<file path="src/rtl/cell_comm_tx_arbiter.sv">
// ---------------------------------------------------------------------------
// cell_comm_tx_arbiter
//
// Shares one Aurora cell-comm TX AXI-Stream link between two packet sources:
// locally generated FA packets (source 0) and packets forwarded from the
// opposite RX link (source 1). Arbitration is packet-granular round robin,
// with a one-cycle arbitration bubble in IDLE between packets. While the link
// is down, traffic is swallowed instead of sent. Any packet that reaches
// MAX_WORDS beats without tlast is cut short, so a stuck source cannot hold
// the link.
//
// Ports
//   auroraUserClk     Aurora user clock; the only clock
//   auroraUserReset   synchronous, active-high reset
//   channelUp         Aurora channel-up status of the shared link
//   s0T* / s1T*       AXIS slave ports for source 0 (local) and 1 (forward)
//   mT*               AXIS master port towards the Aurora TX user interface
//   grant             current or most recently granted source index
//   pktCount0/1       packets fully sent per source (wrapping)
//   dropCount         packets, whole or partial, discarded due to link down
//   truncCount        packets truncated at MAX_WORDS beats
// ---------------------------------------------------------------------------
module cell_comm_tx_arbiter #(
  parameter int DATA_WIDTH = 32,
  parameter int MAX_WORDS  = 64,
  parameter int CNT_WIDTH  = 16
) (
  input  logic                  auroraUserClk,
  input  logic                  auroraUserReset,
  input  logic                  channelUp,
  input  logic                  s0Tvalid,
  input  logic                  s0Tlast,
  input  logic [DATA_WIDTH-1:0] s0Tdata,
  output logic                  s0Tready,
  input  logic                  s1Tvalid,
  input  logic                  s1Tlast,
  input  logic [DATA_WIDTH-1:0] s1Tdata,
  output logic                  s1Tready,
  output logic                  mTvalid,
  output logic                  mTlast,
  output logic [DATA_WIDTH-1:0] mTdata,
  input  logic                  mTready,
  output logic                  grant,
  output logic [CNT_WIDTH-1:0]  pktCount0,
  output logic [CNT_WIDTH-1:0]  pktCount1,
  output logic [CNT_WIDTH-1:0]  dropCount,
  output logic [CNT_WIDTH-1:0]  truncCount
);

  localparam int BEAT_WIDTH = (MAX_WORDS > 1) ? $clog2(MAX_WORDS) : 1;
  localparam logic [BEAT_WIDTH-1:0] LAST_BEAT = BEAT_WIDTH'(MAX_WORDS - 1);

  typedef enum logic [1:0] {
    IDLE    = 2'd0,
    PASS    = 2'd1,
    DISCARD = 2'd2
  } arbState_t;

  arbState_t             state;
  logic                  pointer;
  logic [BEAT_WIDTH-1:0] beat;

  logic                  selValid;
  logic                  selLast;
  logic [DATA_WIDTH-1:0] selData;
  logic                  selReady;
  logic                  anyValid;
  logic                  pick;
  logic                  atLimit;
  logic                  handshake;

  // View of whichever source currently holds the grant.
  always_comb begin
    selValid = grant ? s1Tvalid : s0Tvalid;
    selLast  = grant ? s1Tlast  : s0Tlast;
    selData  = grant ? s1Tdata  : s0Tdata;
  end

  // When both sources want the link, the priority pointer decides;
  // otherwise whichever one is valid wins.
  assign anyValid = s0Tvalid | s1Tvalid;
  assign pick     = (s0Tvalid & s1Tvalid) ? pointer : s1Tvalid;
  assign atLimit  = (beat == LAST_BEAT);

  // Datapath steering. PASS is a combinational pass-through that is
  // suppressed the moment channelUp drops. The source is stalled in that
  // cycle as well, so no beat leaves it without also reaching the link.
  // DISCARD drains the granted source with tready held high.
  always_comb begin
    mTvalid  = 1'b0;
    mTlast   = 1'b0;
    mTdata   = '0;
    selReady = 1'b0;
    case (state)
      PASS: begin
        if (channelUp) begin
          mTvalid  = selValid;
          mTlast   = selValid & (selLast | atLimit);
          mTdata   = selValid ? selData : '0;
          selReady = mTready;
        end
      end
      DISCARD: selReady = 1'b1;
      default: selReady = 1'b0;
    endcase
    s0Tready = selReady & ~grant;
    s1Tready = selReady & grant;
  end

  assign handshake = mTvalid & mTready;

  // Arbitration state machine, beat counter and status counters. A
  // channel-down event in PASS takes precedence over a forced last, because
  // mTvalid is already gated off in that cycle.
  always_ff @(posedge auroraUserClk) begin
    if (auroraUserReset) begin
      state      <= IDLE;
      grant      <= 1'b0;
      pointer    <= 1'b0;
      beat       <= '0;
      pktCount0  <= '0;
      pktCount1  <= '0;
      dropCount  <= '0;
      truncCount <= '0;
    end else begin
      case (state)
        IDLE: begin
          beat <= '0;
          if (anyValid) begin
            grant <= pick;
            if (channelUp) begin
              state <= PASS;
            end else begin
              state     <= DISCARD;
              dropCount <= dropCount + CNT_WIDTH'(1);
            end
          end
        end

        PASS: begin
          if (!channelUp) begin
            state     <= DISCARD;
            beat      <= '0;
            dropCount <= dropCount + CNT_WIDTH'(1);
          end else if (handshake) begin
            if (selLast) begin
              if (grant) pktCount1 <= pktCount1 + CNT_WIDTH'(1);
              else       pktCount0 <= pktCount0 + CNT_WIDTH'(1);
              pointer <= ~grant;
              beat    <= '0;
              state   <= IDLE;
            end else if (atLimit) begin
              truncCount <= truncCount + CNT_WIDTH'(1);
              pointer    <= ~grant;
              beat       <= '0;
              state      <= DISCARD;
            end else begin
              beat <= beat + BEAT_WIDTH'(1);
            end
          end
        end

        DISCARD: begin
          if (selValid && selLast) begin
            pointer <= ~grant;
            state   <= IDLE;
          end
        end

        default: state <= IDLE;
      endcase
    end
  end

endmodule
</file>
<file path="config.mk">
export PLATFORM = sky130hd
export DESIGN_NAME = cell_comm_tx_arbiter
export DESIGN_NICKNAME = d
export VERILOG_FILES = /design/src/rtl/cell_comm_tx_arbiter.sv
export SDC_FILE = /design/constraint.sdc
export NUM_CORES = 1
export LEC_CHECK = 0
export ABC_CLOCK_PERIOD_IN_PS = 2360
export CAP_MARGIN = 40
export CORE_ASPECT_RATIO = 0.8
export CORE_MARGIN = 8
export CORE_UTILIZATION = 44
export CTS_BUF_LIST = sky130_fd_sc_hd__clkbuf_2 sky130_fd_sc_hd__clkbuf_4 sky130_fd_sc_hd__clkbuf_8
export DETAILED_ROUTE_END_ITERATION = 16
export GPL_ROUTABILITY_DRIVEN = 0
export MAX_ROUTING_LAYER = met4
export PLACE_DENSITY = 0.91
export SYNTH_ARGS = -nofsm -noshare
export SYNTH_HDL_FRONTEND = slang
export SYNTH_SLANG_ARGS = --single-unit
export TNS_END_PERCENT = 1
</file>
<file path="constraint.sdc">
create_clock -name auroraUserClk -period 2.36 [get_ports auroraUserClk]
set_clock_uncertainty 0.15 [all_clocks]
set_input_delay 0.236 -clock auroraUserClk [delete_from_list [all_inputs] [get_ports auroraUserClk]]
set_output_delay 0.236 -clock auroraUserClk [all_outputs]
set_load 0.005 [all_outputs]
</file>
==> results.cfg, run 1 <==
[timing]
finalCritPeriodShare_pct = 95.54
drv_slew = 0
fin_crit_ns = 2.255
tightest_slew_ns = 0.6639
relSlewSlack_pct = 55.74
timing_hold_violations_final = 0
hold-worst-slack_ns = 0.2481
setup_violations = 0
rsz0062_at_grt = no
max_freq_ghz = 0.4435

[layout]
finish.instance_area_um2 = 6180
num_antenna_cells = 0
drive_gt1_share_pct = 8.529
final_core_util_pct = 69.27
syn2layout_area_growth_pct = 55.22
finalNetCount = 755

[routing]
num_vias = 4232
ant_nets = 0
dr.pass1.iters = 5
drt_iter0_markers = 343
totalWireLength_um = 13380
drc = 0
wl_per_cell_um = 16.83
vias_per_cell = 5.323

[worst_setup_path]
critical_path_required_ns = 1.97
crit_path_end_kind = output pin
reg2reg_from = beat[1]
path_max_fanout = 4
worstSetupStartpoint = state[1]
worstRegToRegCells = 6
critPathLaunchType = register
path_class = register to output pin
rr_endpoint = truncCount[13]
rrSetupSlack_ns = 0.15
arrival_ns = 1.87

[yosys]
yosysWarningCount = 0
ys_ff_latch = 74
synth_top_area_share_pct = 37.21
synth_cell_types = 43
synthArstFlopShare_pct = 0
synthCells = 487
synth_area_um2 = 3981
synth.area.top_cells = dfxtp_1 (37%), nor2_1 (9.9%), mux2i_1 (9.1%), xor2_1 (7.0%), xnor2_1 (5.5%)
synth_edf_count = 0
synth_top_area_cell = dfxtp_1
syn_area_per_cell_um2 = 8.175
syn-num-nets = 567
ys.flop_type = dfxtp_1
synth_seq_area_share_pct = 37.21

[pwr]
p_leak_nw = 2.393
ir_drop_mv = 0.3127
power_density_nw_per_um2 = 475.3

[flow_run]
maxCapViolCount = 0

[placed_design]
hpwlAfterDp_um = 10570
dpl_cell_area_um2 = 5964
io_buffer_count = 172

[die]
start_util_pct = 44.63
rows = 31
io_pins = 173
dieHeight_um = 101.1
coreArea_um2 = 8921
die_x_um = 122.4
die_area_um2 = 12370

[cts]
ctsHoldBuffers = 0
clockBufferDepth = 2
cts.sinks = 74
cts-root-buf = clkbuf_8
ctsHtreeMaxLevel = 3
cts_tree = done
cts_buffers = 9
clkLatencyLatePin_ns = 0.35
clkTransAtPathRegs_ns = 0.09

[global_route]
grt_overflow = 0
grt.total_usage_pct = 21.75
grt_pass1_wl_um = 21000
antenna_found_initial = 0
first_global_vias = 4326
grt_max_degree = 35

[hold_path]
worstHoldStart = auroraUserReset
min_to = dropCount[10]
min_path_type = input port to register
whs_path_depth = 2

[run_status]
status = complete, no violations
[state kept, by name, summed over array words and instances (netlist names)]
| register | flops |
|---|---|
| dropCount | 16 |
| pktCount0 | 16 |
| beat | 6 |
| state | 2 |
| pointer | 1 |
| grant | 1 |
| pktCount1 | 16 |
| truncCount | 16 |
[worst max path at each step]
stage	to	cells past startpoint	slack (ns)
global route	s1Tready	6	0.007
floorplan	truncCount[13]	7	0.18
CTS	mTdata[21]	5	-0.005
finish	s1Tready	6	0.11
detailed placement	truncCount[13]	6	-0.04
global placement	pktCount1[15]	6	0.04
[cell type report]
| cell class | instances | area [µm²] |
|---|---|---|
| Fill cell | 711 | 2741 |
| Multi-Input combinational cell | 383 | 2412 |
| Timing Repair Buffer | 195 | 1889 |
| Sequential cell | 74 | 1488 |
| Tap cell | 115 | 143.9 |
| Clock buffer | 9 | 123.9 |
| Clock inverter | 7 | 77.57 |
| Inverter | 12 | 45.04 |
[layer usage]
layer / GRT usage, % / up-vias / share of wire, %
met5: - / - / 0
met4: 6.542 / 0 / 1.9
met3: 6.999 / 27 / 7.4
met2: 37.84 / 184 / 51
met1: 23.16 / 1966 / 40
li1: - / 2055 / -
[Yosys cell counts (2+ instances only)]
| library cell | n |
|---|---|
| or2_2 | 3 |
| clkbuf_1 | 14 |
| dfxtp_1 | 74 |
| xnor2_1 | 25 |
| nand3b_1 | 2 |
| nand2_1 | 38 |
| buf_1 | 2 |
| nand2b_1 | 2 |
| nand4_1 | 14 |
| nor3_1 | 6 |
| inv_1 | 12 |
| and3_1 | 9 |
| mux2i_1 | 36 |
| a21oi_1 | 15 |
| or4_1 | 3 |
| ha_1 | 8 |
| and4_1 | 6 |
| nor4_1 | 17 |
| or3_1 | 3 |
| nor2_1 | 105 |
| o21ai_0 | 10 |
| o31ai_1 | 4 |
| xor2_1 | 32 |
| nand3_1 | 28 |
[what timing repair did]
action / CTS / global route
endpoints found under the setup margin: 36 / 6
buffers inserted: 0 / 0
pin swaps: 0 / 0
gates resized for setup: 42 / 8
[stage by stage]
stage	std cells	power [mW]	worst slack [ns]	setup TNS, ns
global route	795	3.071	0.006872	0
finish	795	2.937	0.1052	0
global placement	779	1.923	0.03704	0
CTS	795	2.951	-0.005397	-0.005397
detailed placement	779	1.944	-0.03892	-0.05585
floorplan	487	1.646	0.1804	0
[placed cells by master, fill, tap and decap left out, types with 3 or more instances in the layout]
master,instances
clkdlybuf4s50_1,136
nor2_1,105
dfxtp_1,71
nand2_1,37
mux2i_1,36
xor2_1,32
dlygate4sd2_1,31
nand3_1,27
xnor2_1,25
buf_4,20
nor4_1,17
a21oi_1,15
nand4_1,14
inv_1,11
o21ai_0,9
clkbuf_8,9
and3_1,8
and4_1,6
nor3_1,6
ha_1,6
o31ai_1,4
dlymetal6s2s_1,4
or2_2,3
or3_1,3
or4_1,3
[cell families (layout without fill, tap and decap cells)]
kind of cell / count (synthesis) / after routing / synth area share [%]
AND/OR/NAND/NOR: 243 / 243 / 29.29
flip-flops: 74 / 74 / 37.21
XOR/XNOR: 57 / 57 / 12.54
multiplexers: 38 / 38 / 9.899
AO/OA/AOI/OAI: 37 / 37 / 5.500
buffers and inverters: 30 / 223 / 3.048
adder cells (fa/ha/maj): 8 / 8 / 2.514
[power breakdown]
group / leakage (nW) / internal, mW / switching (mW) / total [mW]
Sequential: 0.598 / 1.27 / 0.0316 / 1.30
Combinational: 1.69 / 0.327 / 0.297 / 0.624
Clock: 0.105 / 0.499 / 0.510 / 1.01
Total: 2.39 / 2.10 / 0.838 / 2.94
[worst max-delay path, cell delays in order (launching register included)]
cell and delay [ns]:
dfxtp_1 0.34, inv_2 0.08, ha_4 0.15, and3_2 0.25
o21ai_2 0.07, nor2_1 0.10, clkdlybuf4s50_1 0.54
Power figures use the tool's default switching activity.
==> run 2: changes to the inputs <==
ABC_CLOCK_PERIOD_IN_PS = 2200   (was 2360)
REMOVE_ABC_BUFFERS = 1   (was not set)
SLEW_MARGIN = 20   (was not set)
clock period = 2.2 ns   (was 2.36 ns; I/O delays follow)
==> run 2 against run 1 <==
  * The flow now finishes with violations (setup timing)
  * Clock-buffer cell count increased by 2
  * Global-route usage grew 1.5 points
  * Clock power up 19%
  * Critical endpoint is now dropCount[3]
  * Largest power group unchanged
==> results.cfg, run 2 (synthesized netlist as in run 1, its figures left out) <==
[worst_setup_path]
rr_endpoint = dropCount[3]
reg2reg_from = state[1]
critical_path_required_ns = 2.31
path_class = register to register
worstSetupStartpoint = state[1]
rrSetupSlack_ns = -0.04
critPathLaunchType = register
worstRegToRegCells = 9
critPathCapture = dropCount[3]
path_max_fanout = 4
crit_path_end_kind = register
arrival_ns = 2.35

[timing]
fin_setup_tns_ns = -0.09051
max_freq_ghz = 0.4456
drv_slew = 0
fin_crit_ns = 2.244
setup_violations = 4
fin_ws_ns = -0.04398
relSlewSlack_pct = 59.22
timing_hold_violations_final = 0
tightest_slew_ns = 0.6117
rsz0062_at_grt = yes
finalCritPeriodShare_pct = 102.0

[routing]
drc = 0
dr_wl_met3_um = 971
totalWireLength_um = 14340
drt-met1-wl_um = 5680
ant_nets = 0
top_layer_used = met4
vias_per_cell = 5.417
wl_per_cell_um = 17.60
dr.pass1.iters = 5
route.met2.wl_um = 7375
drt_iter0_markers = 325
num_vias = 4415

[global_route]
grt_overflow = 0
grt.total_usage_pct = 23.27
grt_pass1_wl_um = 22020
first_global_vias = 4349
grt_max_degree = 37
antenna_found_initial = 0

[cts]
clkTransAtPathRegs_ns = 0.08
cts.sinks = 74
ctsHtreeMaxLevel = 3
ctsHoldBuffers = 0
cts_buffers = 9
clockBufferDepth = 2
clkLatencyLatePin_ns = 0.37
cts-root-buf = clkbuf_8
cts_tree = done

[layout]
layout_common_cells = clkdlybuf4s50_1 (135), nor2_1 (104), dfxtp_1 (70), buf_4 (38), nand2_1 (37)
syn2layout_area_growth_pct = 62.35
finalNetCount = 775
drive_gt1_share_pct = 13.00
num_antenna_cells = 0
seq_area_um2 = 1489
multiInputGateArea_um2 = 2499
final_core_util_pct = 72.45
final_cells = 815
final_common_cell = clkdlybuf4s50_1
nFillCells = 646
finish.instance_area_um2 = 6464

[pwr]
ir_drop_mv = 0.3729
power_density_nw_per_um2 = 531.3
p_leak_nw = 2.501
finalPower_mw = 3.434

[hold_path]
min_path_type = input port to register

[placed_design]
io_buffer_count = 172
place_inst = 790
hpwlAfterDp_um = 10610
dpl_cell_area_um2 = 6060

[run_status]
failed_checks = setup timing
status = finished, violations left

[die]
rows = 31
dieHeight_um = 101.1
die_area_um2 = 12370
start_util_pct = 44.63
die_x_um = 122.4
coreArea_um2 = 8921
io_pins = 173

[flow_run]
maxCapViolCount = 0
==> run 2: cell types whose count changed in the layout (fill, tap and decap cells not counted), moves of 2 or more <==
cell,previous run,this run
buf_16,0,2
nor4_1,17,14
buf_2,1,3
mux2i_1,36,34
dlymetal6s2s_1,4,2
mux2i_4,1,3
nor4_4,0,2
clkinv_4,2,0
buf_4,20,38
==> run 2: what timing repair did <==
item	4_1_cts	5_1_grt
pin swaps	0	4
cloned	1	0
endpoints found under the hold margin	0	0
setup endpoints to repair	55	30
buffers inserted	3	5
resized for setup	60	16
==> run 2: per-stage QoR <==
stage | hold WS, ns | worst slack (ns)
after detailed placement | 0.3268 | -0.3412
after global placement | 0.3069 | -0.1886
after floorplan | 0.1391 | -1.139
after global routing | 0.1972 | -0.1173
final | 0.2022 | -0.04398
after CTS | 0.1838 | -0.1797
==> run 2: final cells by class <==
cell class / count / share of cell area (%)
Sequential cell: 74 / 23.04
Clock buffer: 11 / 2.245
Inverter: 12 / 0.6969
Multi-Input combinational cell: 383 / 38.66
Clock inverter: 5 / 1.200
Tap cell: 115 / 2.226
Timing Repair Buffer: 215 / 31.94
==> run 2: critical path, stage by stage, from the launching register on <==
cell and delay, ns:
dfxtp_2 0.34, inv_2 0.08, buf_4 0.11, ha_2 0.21, nor3b_1 0.52, buf_4 0.24, nor2_1 0.08, and4_1 0.22
xnor2_1 0.14, nor2_1 0.05
==> run 2: report_power, final <==
group / internal, mW / switching, mW
Combinational: 0.455 / 0.388
Sequential: 1.37 / 0.0264
Clock: 0.678 / 0.520
==> run 2: worst min-delay path by stage <==
stage | depth (start not counted) | endpoint | from | slack, ns
after floorplan | 1 | beat[0] | auroraUserReset | 0.14
after global routing | 2 | pktCount1[7] | auroraUserReset | 0.20
after CTS | 2 | pktCount1[15] | auroraUserReset | 0.18
after detailed placement | 2 | beat[0] | beat[0] | 0.33
after global placement | 2 | beat[1] | beat[1] | 0.31
final | 2 | pktCount1[10] | auroraUserReset | 0.20
==> run 2: layer usage <==
metal	global-route usage (%)	up-vias
met3	6.047	46
met1	25.75	2066
met2	40.18	195
met4	7.383	0
li1	-	2108
met5	-	-
==> run 3: changes to the inputs <==
CAP_MARGIN = 20   (was 40)
==> results of run 3 <==
Same layout as run 2: the final DEF is identical, and so are final timing and power.
